===== src/rtl/fifo_pkg.sv =====
// Shared definitions for the circular-buffer FIFO: width rules, flag bundle,
// request encoding and the parameter legality predicate.
package fifo_pkg;

    // Request outcome for one edge, {push_ok, pop_ok}.
    typedef enum logic [1:0] {
        OP_IDLE = 2'b00,
        OP_POP  = 2'b01,
        OP_PUSH = 2'b10,
        OP_BOTH = 2'b11
    } fifo_op_e;

    typedef struct packed {
        logic full;
        logic empty;
        logic almost_full;
        logic almost_empty;
    } fifo_flags_t;

    localparam fifo_flags_t FLAGS_EMPTY = '{
        full: 1'b0, empty: 1'b1, almost_full: 1'b0, almost_empty: 1'b1
    };

    function automatic int clog2(input int n);
        int r;
        int v;
        r = 0;
        v = n - 1;
        while (v > 0) begin
            r++;
            v = v >> 1;
        end
        return r;
    endfunction

    // Count must hold DEPTH itself, hence DEPTH+1 states.
    function automatic int count_w(input int depth);
        return clog2(depth + 1);
    endfunction

    function automatic int addr_w(input int depth);
        return (clog2(depth) > 1) ? clog2(depth) : 1;
    endfunction

    function automatic bit params_ok(input int width, input int depth,
                                     input int af_level, input int ae_level);
        return (width >= 1) && (depth >= 2) &&
               (af_level >= 1) && (af_level <= depth) &&
               (ae_level >= 0) && (ae_level <= depth - 1);
    endfunction

endpackage


===== src/rtl/fifo_circ_if.sv =====
// Producer/consumer-side bundle of the circular FIFO; the FIFO itself takes
// the slave view.
interface fifo_circ_if #(
    parameter int WIDTH = 4,
    parameter int DEPTH = 16
);
    import fifo_pkg::*;

    localparam int CW = count_w(DEPTH);

    logic             clr;
    logic             push;
    logic [WIDTH-1:0] d;
    logic             pop;
    logic [WIDTH-1:0] q;
    logic             full;
    logic             empty;
    logic             almost_full;
    logic             almost_empty;
    logic [CW-1:0]    count;
    logic             overflow;
    logic             underflow;

    modport master (
        output clr, push, d, pop,
        input  q, full, empty, almost_full, almost_empty, count,
               overflow, underflow
    );

    modport slave (
        input  clr, push, d, pop,
        output q, full, empty, almost_full, almost_empty, count,
               overflow, underflow
    );

endinterface


===== src/rtl/fifo_ram.sv =====
// WIDTH x DEPTH storage with one synchronous write port and one registered
// read port; contents are deliberately not reset.
module fifo_ram #(
    parameter int WIDTH = 4,
    parameter int DEPTH = 16,
    parameter int AW    = 4
) (
    input  logic             clk,
    input  logic             we,
    input  logic [AW-1:0]    waddr,
    input  logic [WIDTH-1:0] wdata,
    input  logic             re,
    input  logic [AW-1:0]    raddr,
    output logic [WIDTH-1:0] rdata
);

    logic [WIDTH-1:0] mem [DEPTH];

    always_ff @(posedge clk) begin
        if (we) begin
            mem[waddr] <= wdata;
        end
        if (re) begin
            rdata <= mem[raddr];
        end
    end

endmodule


===== src/rtl/fifo_circ.sv =====
// Parametrised synchronous FIFO on a circular buffer: pointers, occupancy,
// registered status flags and sticky error flags around fifo_ram.
module fifo_circ
    import fifo_pkg::*;
#(
    parameter int WIDTH    = 4,
    parameter int DEPTH    = 16,
    parameter int AF_LEVEL = DEPTH - 2,
    parameter int AE_LEVEL = 2
) (
    input logic       clk,
    input logic       reset,
    fifo_circ_if.slave bus
);

    localparam int CW = count_w(DEPTH);
    localparam int AW = addr_w(DEPTH);

    if (!params_ok(WIDTH, DEPTH, AF_LEVEL, AE_LEVEL)) begin : g_param_check
        $error("fifo_circ: illegal WIDTH/DEPTH/AF_LEVEL/AE_LEVEL combination");
    end

    logic [AW-1:0]    wr_ptr;
    logic [AW-1:0]    rd_ptr;
    logic [AW-1:0]    wr_ptr_nxt;
    logic [AW-1:0]    rd_ptr_nxt;
    logic [CW-1:0]    cnt;
    logic [CW-1:0]    cnt_nxt;
    fifo_flags_t      flags;
    logic             ovf;
    logic             unf;
    logic             q_vld;
    logic             push_ok;
    logic             pop_ok;
    logic             we;
    logic             re;
    fifo_op_e         op;
    logic [WIDTH-1:0] rdata;

    function automatic logic [AW-1:0] ptr_inc(input logic [AW-1:0] p);
        return (p == AW'(DEPTH - 1)) ? '0 : p + 1'b1;
    endfunction

    function automatic fifo_flags_t flags_of(input logic [CW-1:0] c);
        fifo_flags_t f;
        f.full         = (c == CW'(DEPTH));
        f.empty        = (c == '0);
        f.almost_full  = (c >= CW'(AF_LEVEL));
        f.almost_empty = (c <= CW'(AE_LEVEL));
        return f;
    endfunction

    // A full FIFO still accepts a push when a pop frees a slot on the same edge.
    always_comb begin
        push_ok    = bus.push & (~flags.full | bus.pop);
        pop_ok     = bus.pop & ~flags.empty;
        op         = fifo_op_e'({push_ok, pop_ok});
        cnt_nxt    = cnt;
        wr_ptr_nxt = wr_ptr;
        rd_ptr_nxt = rd_ptr;
        case (op)
            OP_PUSH: cnt_nxt = cnt + 1'b1;
            OP_POP:  cnt_nxt = cnt - 1'b1;
            default: cnt_nxt = cnt;
        endcase
        if (push_ok) begin
            wr_ptr_nxt = ptr_inc(wr_ptr);
        end
        if (pop_ok) begin
            rd_ptr_nxt = ptr_inc(rd_ptr);
        end
        we = push_ok & ~bus.clr;
        re = pop_ok & ~bus.clr;
    end

    always_ff @(posedge clk or negedge reset) begin
        if (!reset) begin
            wr_ptr <= '0;
            rd_ptr <= '0;
            cnt    <= '0;
            flags  <= FLAGS_EMPTY;
            ovf    <= 1'b0;
            unf    <= 1'b0;
            q_vld  <= 1'b0;
        end else if (bus.clr) begin
            wr_ptr <= '0;
            rd_ptr <= '0;
            cnt    <= '0;
            flags  <= FLAGS_EMPTY;
            ovf    <= 1'b0;
            unf    <= 1'b0;
        end else begin
            wr_ptr <= wr_ptr_nxt;
            rd_ptr <= rd_ptr_nxt;
            cnt    <= cnt_nxt;
            flags  <= flags_of(cnt_nxt);
            if (bus.push & ~push_ok) begin
                ovf <= 1'b1;
            end
            if (bus.pop & ~pop_ok) begin
                unf <= 1'b1;
            end
            if (pop_ok) begin
                q_vld <= 1'b1;
            end
        end
    end

    fifo_ram #(
        .WIDTH (WIDTH),
        .DEPTH (DEPTH),
        .AW    (AW)
    ) u_ram (
        .clk   (clk),
        .we    (we),
        .waddr (wr_ptr),
        .wdata (bus.d),
        .re    (re),
        .raddr (rd_ptr),
        .rdata (rdata)
    );

    // The RAM read register has no reset; q reads as zero until the first pop.
    assign bus.q            = q_vld ? rdata : '0;
    assign bus.count        = cnt;
    assign bus.full         = flags.full;
    assign bus.empty        = flags.empty;
    assign bus.almost_full  = flags.almost_full;
    assign bus.almost_empty = flags.almost_empty;
    assign bus.overflow     = ovf;
    assign bus.underflow    = unf;

endmodule


===== src/flat_wrapper.sv =====
// flat-port wrapper written by rule: the top's interface ports become plain ports
module fifo_circ_flat import fifo_pkg::*;
#(
    parameter int WIDTH    = 4,
    parameter int DEPTH    = 16,
    parameter int AF_LEVEL = DEPTH - 2,
    parameter int AE_LEVEL = 2
)
  (clk, reset, bus_clr, bus_push, bus_d, bus_pop, bus_q, bus_full, bus_empty, bus_almost_full, bus_almost_empty, bus_count, bus_overflow, bus_underflow);
  fifo_circ_if #(.WIDTH(WIDTH), .DEPTH(DEPTH)) bus_i ();
  input logic clk;
  input logic reset;
  input wire logic [$bits(bus_i.clr)-1:0] bus_clr;
  input wire logic [$bits(bus_i.push)-1:0] bus_push;
  input wire logic [$bits(bus_i.d)-1:0] bus_d;
  input wire logic [$bits(bus_i.pop)-1:0] bus_pop;
  output wire logic [$bits(bus_i.q)-1:0] bus_q;
  output wire logic [$bits(bus_i.full)-1:0] bus_full;
  output wire logic [$bits(bus_i.empty)-1:0] bus_empty;
  output wire logic [$bits(bus_i.almost_full)-1:0] bus_almost_full;
  output wire logic [$bits(bus_i.almost_empty)-1:0] bus_almost_empty;
  output wire logic [$bits(bus_i.count)-1:0] bus_count;
  output wire logic [$bits(bus_i.overflow)-1:0] bus_overflow;
  output wire logic [$bits(bus_i.underflow)-1:0] bus_underflow;
  assign bus_i.clr = bus_clr;
  assign bus_i.push = bus_push;
  assign bus_i.d = bus_d;
  assign bus_i.pop = bus_pop;
  assign bus_q = bus_i.q;
  assign bus_full = bus_i.full;
  assign bus_empty = bus_i.empty;
  assign bus_almost_full = bus_i.almost_full;
  assign bus_almost_empty = bus_i.almost_empty;
  assign bus_count = bus_i.count;
  assign bus_overflow = bus_i.overflow;
  assign bus_underflow = bus_i.underflow;
  fifo_circ #(.WIDTH(WIDTH), .DEPTH(DEPTH), .AF_LEVEL(AF_LEVEL), .AE_LEVEL(AE_LEVEL)) u_core (.clk(clk), .reset(reset), .bus(bus_i));
endmodule

===== config.mk =====
export PLATFORM = sky130hd
export DESIGN_NAME = fifo_circ_flat
export DESIGN_NICKNAME = d
export VERILOG_FILES = /design/src/rtl/fifo_pkg.sv /design/src/rtl/fifo_circ_if.sv /design/src/rtl/fifo_ram.sv /design/src/rtl/fifo_circ.sv /design/src/flat_wrapper.sv
export SDC_FILE = /design/constraint.sdc
export NUM_CORES = 1
export LEC_CHECK = 0
export ABC_AREA = 1
export CAP_MARGIN = 40
export CELL_PAD_IN_SITES_DETAIL_PLACEMENT = 2
export CELL_PAD_IN_SITES_GLOBAL_PLACEMENT = 2
export CORE_MARGIN = 3
export CORE_UTILIZATION = 36
export DETAILED_ROUTE_END_ITERATION = 10
export PLACE_DENSITY = 0.85
export SYNTH_ARGS = -nofsm -noshare
export SYNTH_HDL_FRONTEND = slang
export SYNTH_SLANG_ARGS = --single-unit

===== constraint.sdc =====
create_clock -name clk -period 1.9 [get_ports clk]
set_input_delay 0.38 -clock clk [delete_from_list [all_inputs] [get_ports clk]]
set_output_delay 0.38 -clock clk [all_outputs]
set_load 0.02 [all_outputs]

* Word-level counts from Yosys, hierarchy flattened
Memories as Yosys holds them, arrays and structs flattened. A register that Yosys moved wholly into a read port is not among the register bits. Cells that the tools add are included.
Storage, ports and cells: register bits after elaboration 20, memory bits (writable) 64, output and inout port bits 15, memories 1
Memories:
- u_core.u_ram.mem | words 16, bits a word 4, rd ports 1, clocked after Yosys merged registers in 1, write ports 1, line fifo_ram.sv:17 | logic [WIDTH-1:0] mem [DEPTH];
Operators by class: add/subtract/negate cells 4, order comparisons 2, equality and inequality tests 5, muxes and demuxes 16, bitwise gates (word level) 12, reductions and logical operators 6
Operators with widths (count):
- 4-bit 2-to-1 mux | 8
- 5-bit one-hot mux with 2 select lines | 1
- 4-bit by 1-bit adder with 4-bit output, second input constant | 2
- 4-bit == test, second input constant | 2
- 2-bit nonzero test | 4
- 1-bit bitwise AND | 6
- 1-bit 2-to-1 mux | 6
- 5-bit by 1-bit adder with 5-bit output, second input constant | 1
- 5-bit == test, second input constant | 1
- 5-bit by 4-bit greater-or-equal comparator with 1-bit output, second input constant | 1
- 5-bit by 2-bit <= comparator with 1-bit output, second input constant | 1
- 5-bit logical NOT | 1
- 5-bit 2-to-1 mux | 1
- 1-bit NOT | 5
- 5-bit by 1-bit subtractor with 5-bit output, second input constant | 1
- 2-bit by 1-bit == test with 1-bit output, second input constant | 1
- 2-bit == test, second input constant | 1
- 2-bit AND reduction | 1
- 1-bit OR | 1

* Longest topological paths before layout
word-level depth 7, depth in mapped cells 17, depth with buffers taken out 16

* Cells and area by module
A second synthesis with hierarchy kept.
Second synthesis, totals: cells, all modules 441, area total of the unflattened synthesis 4210.3 µm²
By module, submodules not included:
- fifo_ram | instances 1, cells each 290, area an instance 3006.6 µm², seq. area each 2042.0 µm²
- fifo_circ | instances 1, cells each 151, area an instance 1203.7 µm², seq. area each 503.0 µm²

* Worst setup path before layout
OpenSTA, ideal clock, no wires.
path type reg-to-reg, from register u_core.flags, in the netlist u_core.bus.empty, to register u_core.flags, in the netlist u_core.bus.empty, data arrival time 2.033 ns, required time 1.830 ns, path slack -0.203 ns, stages on the path, launching flop included 12, cells stage by stage dfstp_2 nor2_1 ha_1 buf_6 nor2_2 nor2_4 ha_1 o21ai_0 inv_1 nor2_1 nand3_2 o21bai_2
On the way: word-level cells in the longest chain between the ends 6
RTL lines:
- from (decl) | line fifo_circ.sv:29 | fifo_flags_t flags;
- from (signal assigned) | line fifo_circ.sv:96 | flags <= flags_of(cnt_nxt);
- 1-bit NOT * | line fifo_circ.sv:56 | pop_ok = bus.pop & ~flags.empty;
- 1-bit bitwise AND * | line fifo_circ.sv:56
- 2-bit by 1-bit == test with 1-bit output / 2-bit == test (equally long branches) | line fifo_circ.sv:61 | case (op)
- 5-bit one-hot mux with 2 select lines * | line fifo_circ.sv:61
- 5-bit logical NOT * | line fifo_circ.sv:47 | f.empty = (c == '0);
- 4-bit 2-to-1 mux * | line fifo_circ.sv:85 | end else if (bus.clr) begin
Every way passes the cells marked *; elsewhere a longest branch is shown, timed or not. A chain may end at the register's enable or synchronous reset.

* Final worst setup path
from register u_core.flags, in the netlist u_core.bus.empty, to register u_core.flags, in the netlist u_core.bus.almost_full
On the way: word-level cells in the longest chain between the ends 6
RTL lines:
- 1-bit NOT * | line fifo_circ.sv:56
- 1-bit bitwise AND * | line fifo_circ.sv:56
- 2-bit by 1-bit == test with 1-bit output / 2-bit == test (equally long branches) | line fifo_circ.sv:61
- 5-bit one-hot mux with 2 select lines * | line fifo_circ.sv:61
- 5-bit by 4-bit greater-or-equal comparator with 1-bit output * | line fifo_circ.sv:48 | f.almost_full = (c >= CW'(AF_LEVEL));
- 4-bit 2-to-1 mux * | line fifo_circ.sv:85
Marked as above.

==> impl_metrics.py <==
metrics = {
    "status": {
        "status": "complete, but fails checks",
        "violations": "negative setup slack",
    },
    "synth": {
        "synth_xor_xnor_area_share": 0.0155,
        "synth_area_leader_cell": "edfxtp_1",
        "synth_fa_ha_area_frac": 0.0258,
        "netlist_area_um2": 3880,
        "syn_nets": 364,
        "seq_area_frac_synth": 0.655,
        "synth-compound-area-share": 0.118,
        "netlist_instances": 347,
        "yosysMostFrequentCell": "edfxtp_1",
        "synth_top_family_by_area": "simple AND/OR/NAND/NOR gates",
        "ys_warn_count": 0,
        "netlist-cell-type-count": 33,
        "synthFlopType": "edfxtp_1",
        "ys_ff_latch": 88,
        "synth_top_area_frac": 0.526,
        "yosys-top-cells-area": "edfxtp_1 (53%), dfrtp_1 (12%), o21ai_0 (5.7%), nor2_1 (5.0%), inv_1 (3.0%)",
        "yosys-top-cells-count": "edfxtp_1 (68), nor2_1 (52), o21ai_0 (44), inv_1 (31), nand2_1 (30)",
        "synth-edff-count": 68,
        "synth.area.mux_share": 0,
        "synth-simple-area-share": 0.137,
        "syn_avg_cell_area_um2": 11.2,
        "synth-async-reset-ratio": 0.227,
    },
    "critical_path": {
        "r2r_cells": 12,
        "cp.arrival_ps": 2420,
        "path_buf_inv": 0,
        "critPathMaxFanout": 3,
        "crit_chain": "nor2_4, ha_4, nor2_4, nor2_4, ha_4, o21bai_4, xnor2_1, nand2_1, o21ai_4, nor2_4, nand3b_1, nand2_1",
        "cpMaxStageDelayCell": "dfstp_2",
        "crit_type": "reg -> reg",
        "crit_path_frequent_cell": "nor2_4",
        "critPathTopFamily": "simple AND/OR/NAND/NOR gates",
        "cp-start-kind": "register",
        "critPathCaptureType": "register",
        "crit_cells": 12,
        "critPathMaxStageDelay_ps": 580,
        "critPathRequiredTime_ps": 2170,
    },
    "grt": {
        "busiest_layer": "met2",
        "antenna_found_initial": 0,
        "grt_pass1_vias": 3376,
        "grt_use_total": 0.241,
        "grt_pass1_wl_um": 20700,
        "use_met1": 0.303,
        "grt_start_max_net_pins": 34,
        "overflow": 0,
        "met2_usage": 0.412,
        "use_met3": 0.0417,
    },
    "clocking": {
        "cts_root_buf": "clkbuf_8",
        "cts_tree": "built",
        "clk_pin_slew_ps": 100,
        "clk_latency_ps": 390,
        "cts_buffer_depth": 2,
        "cts_buffers": 9,
        "numClockSinks": 88,
        "cts_hold_buf": 0,
        "htreeDepth": 3,
    },
    "sta": {
        "relSlewSlack": 0.491,
        "holdWs_ps": 344,
        "hold_violations": 0,
        "slew_viol_final": 0,
        "skew_ps": 8.04,
        "max_freq_ghz": 0.465,
        "rsz0062_at_grt": "true",
        "finalCritPeriodShare": 1.13,
        "fin_crit_ps": 2150,
        "tightest_slew_ps": 761,
        "finalSetupViolations": 7,
        "fin_ws_ps": -248,
    },
    "routing": {
        "drt-total-wl_um": 13500,
        "drcViolationCount": 0,
        "wl_per_cell_um": 24.2,
        "drtIter0Drc": 153,
        "dr.pass1.iters": 4,
        "ant_nets": 0,
        "via_per_inst": 5.43,
        "dr_total_vias": 3030,
    },
    "final_layout": {
        "areaGrowthSynthToFinish_pct": 29.8,
        "fin_area_um2": 5040,
        "nets": 434,
        "diodes": 0,
        "drive_gt1_frac": 0.263,
    },
    "power": {
        "cellPowerDensity_nw_per_um2": 978,
        "leakagePower_uw": 0.00201,
        "finalPower_uw": 4930,
        "ir_drop_mv": 0.344,
    },
    "hold_path": {
        "hold_class": "in -> async",
    },
    "floorplanning": {
        "die_h_um": 110,
        "rows": 37,
        "initial_utilization": 0.373,
        "die_w_um": 110,
        "dieArea_um2": 12100,
        "core-area_um2": 10400,
        "io_pins": 24,
    },
    "place": {
        "port-buffer-count": 23,
        "gp_congestion": 0.798,
        "placed_area_um2": 4570,
        "dp_slack_ps": -835,
        "hpwl_um": 8710,
    },
    "flow_run": {
        "cap_violations": 0,
    },
}
==> power by group <==
| part | internal (uW) | switching (uW) | leakage (uW) |
|---|---|---|---|
| Clock | 1030 | 769 | 0.000136 |
| Combinational | 358 | 566 | 0.00100 |
| Sequential | 2140 | 68.9 | 0.000870 |
| Total | 3520 | 1400 | 0.00201 |
==> area by class of cell <==
class                      instances  area [um2]
clock buffer                       9         124
clock inverter                     7         149
fill                            1054        5380
inverter                          34         139
multi-input combinational        213        1330
sequential                        88        2550
tap                              136         170
timing repair buffer              71         587
==> cell usage in the layout, fill, tap and decap left out, types with 4 or more instances in the layout <==
cell type        netlist  layout
dfrtp_1               18      16
clkdlybuf4s50_1        0      10
o21ai_1                5       5
dlygate4sd2_1          0       9
o22ai_1               16      16
bufinv_16              0       4
o21ai_0               44      43
nor3_1                12       9
nor2_2                 4       4
nor2_4                 1       5
nand3_2                2       8
buf_4                  0      48
ha_1                   8       5
inv_1                 31      28
nand3_1               11       5
edfxtp_1              68      68
nand2_1               30      28
nor2_1                52      48
clkbuf_8               0       9
nand2_4                0       6
==> metrics by stage <==
| step | TNS [ps] | std cells | util |
|---|---|---|---|
| finish | -1070 | 558 | 0.484 |
| global route | -1780 | 558 | 0.484 |
| CTS | -123 | 555 | 0.474 |
| detailed placement | -41340 | 536 | 0.439 |
| global placement | -28140 | 536 | 0.439 |
| floorplan | -449 | 347 | - |
==> cells by family after synthesis <==
| kind of cell | after synthesis |
|---|---|
| flops | 88 |
| xor+xnor | 6 |
| compound gates | 79 |
| fa+ha+maj | 8 |
| simple gates | 120 |
| buf+inv | 46 |
==> registers in the layout (all words and copies together) (netlist names) <==
name                     count
u_core.bus.almost_full       1
u_core.rd_ptr                4
u_core.bus.count             5
u_core.bus.overflow          1
u_core.wr_ptr                4
u_core.bus.empty             1
u_core.bus.full              1
u_core.bus.underflow         1
u_core.u_ram.mem            64
u_core.u_ram.rdata           4
u_core.q_vld                 1
u_core.bus.almost_empty      1
==> worst paths after layout <==
| kind | from | end | slack (ps) |
|---|---|---|---|
| setup / recovery | u_core.bus.empty | u_core.bus.almost_full | -250 |
| hold / removal | reset | u_core.wr_ptr[1] | 340 |
| setup reg to reg | u_core.bus.empty | u_core.bus.almost_full | -250 |
| hold reg to reg | u_core.bus.overflow | u_core.bus.overflow | 550 |
| max in group asynchronous | reset | u_core.bus.almost_empty | 1270 |
| min in group clk | bus_pop | u_core.bus.underflow | 490 |
==> what timing repair did <==
item,in CTS,in global routing
resized for setup,27,19
endpoints found under the setup margin,73,20
cloned,0,0
buffers inserted,3,3
pin swaps,14,10
==> per-layer routing <==
layer  share of wire  vias up
li1                -     1349
met1            0.41     1588
met2            0.53       65
met3           0.035       28
met4           0.027        0
met5               0        -
Power figures use the tool's default switching activity.
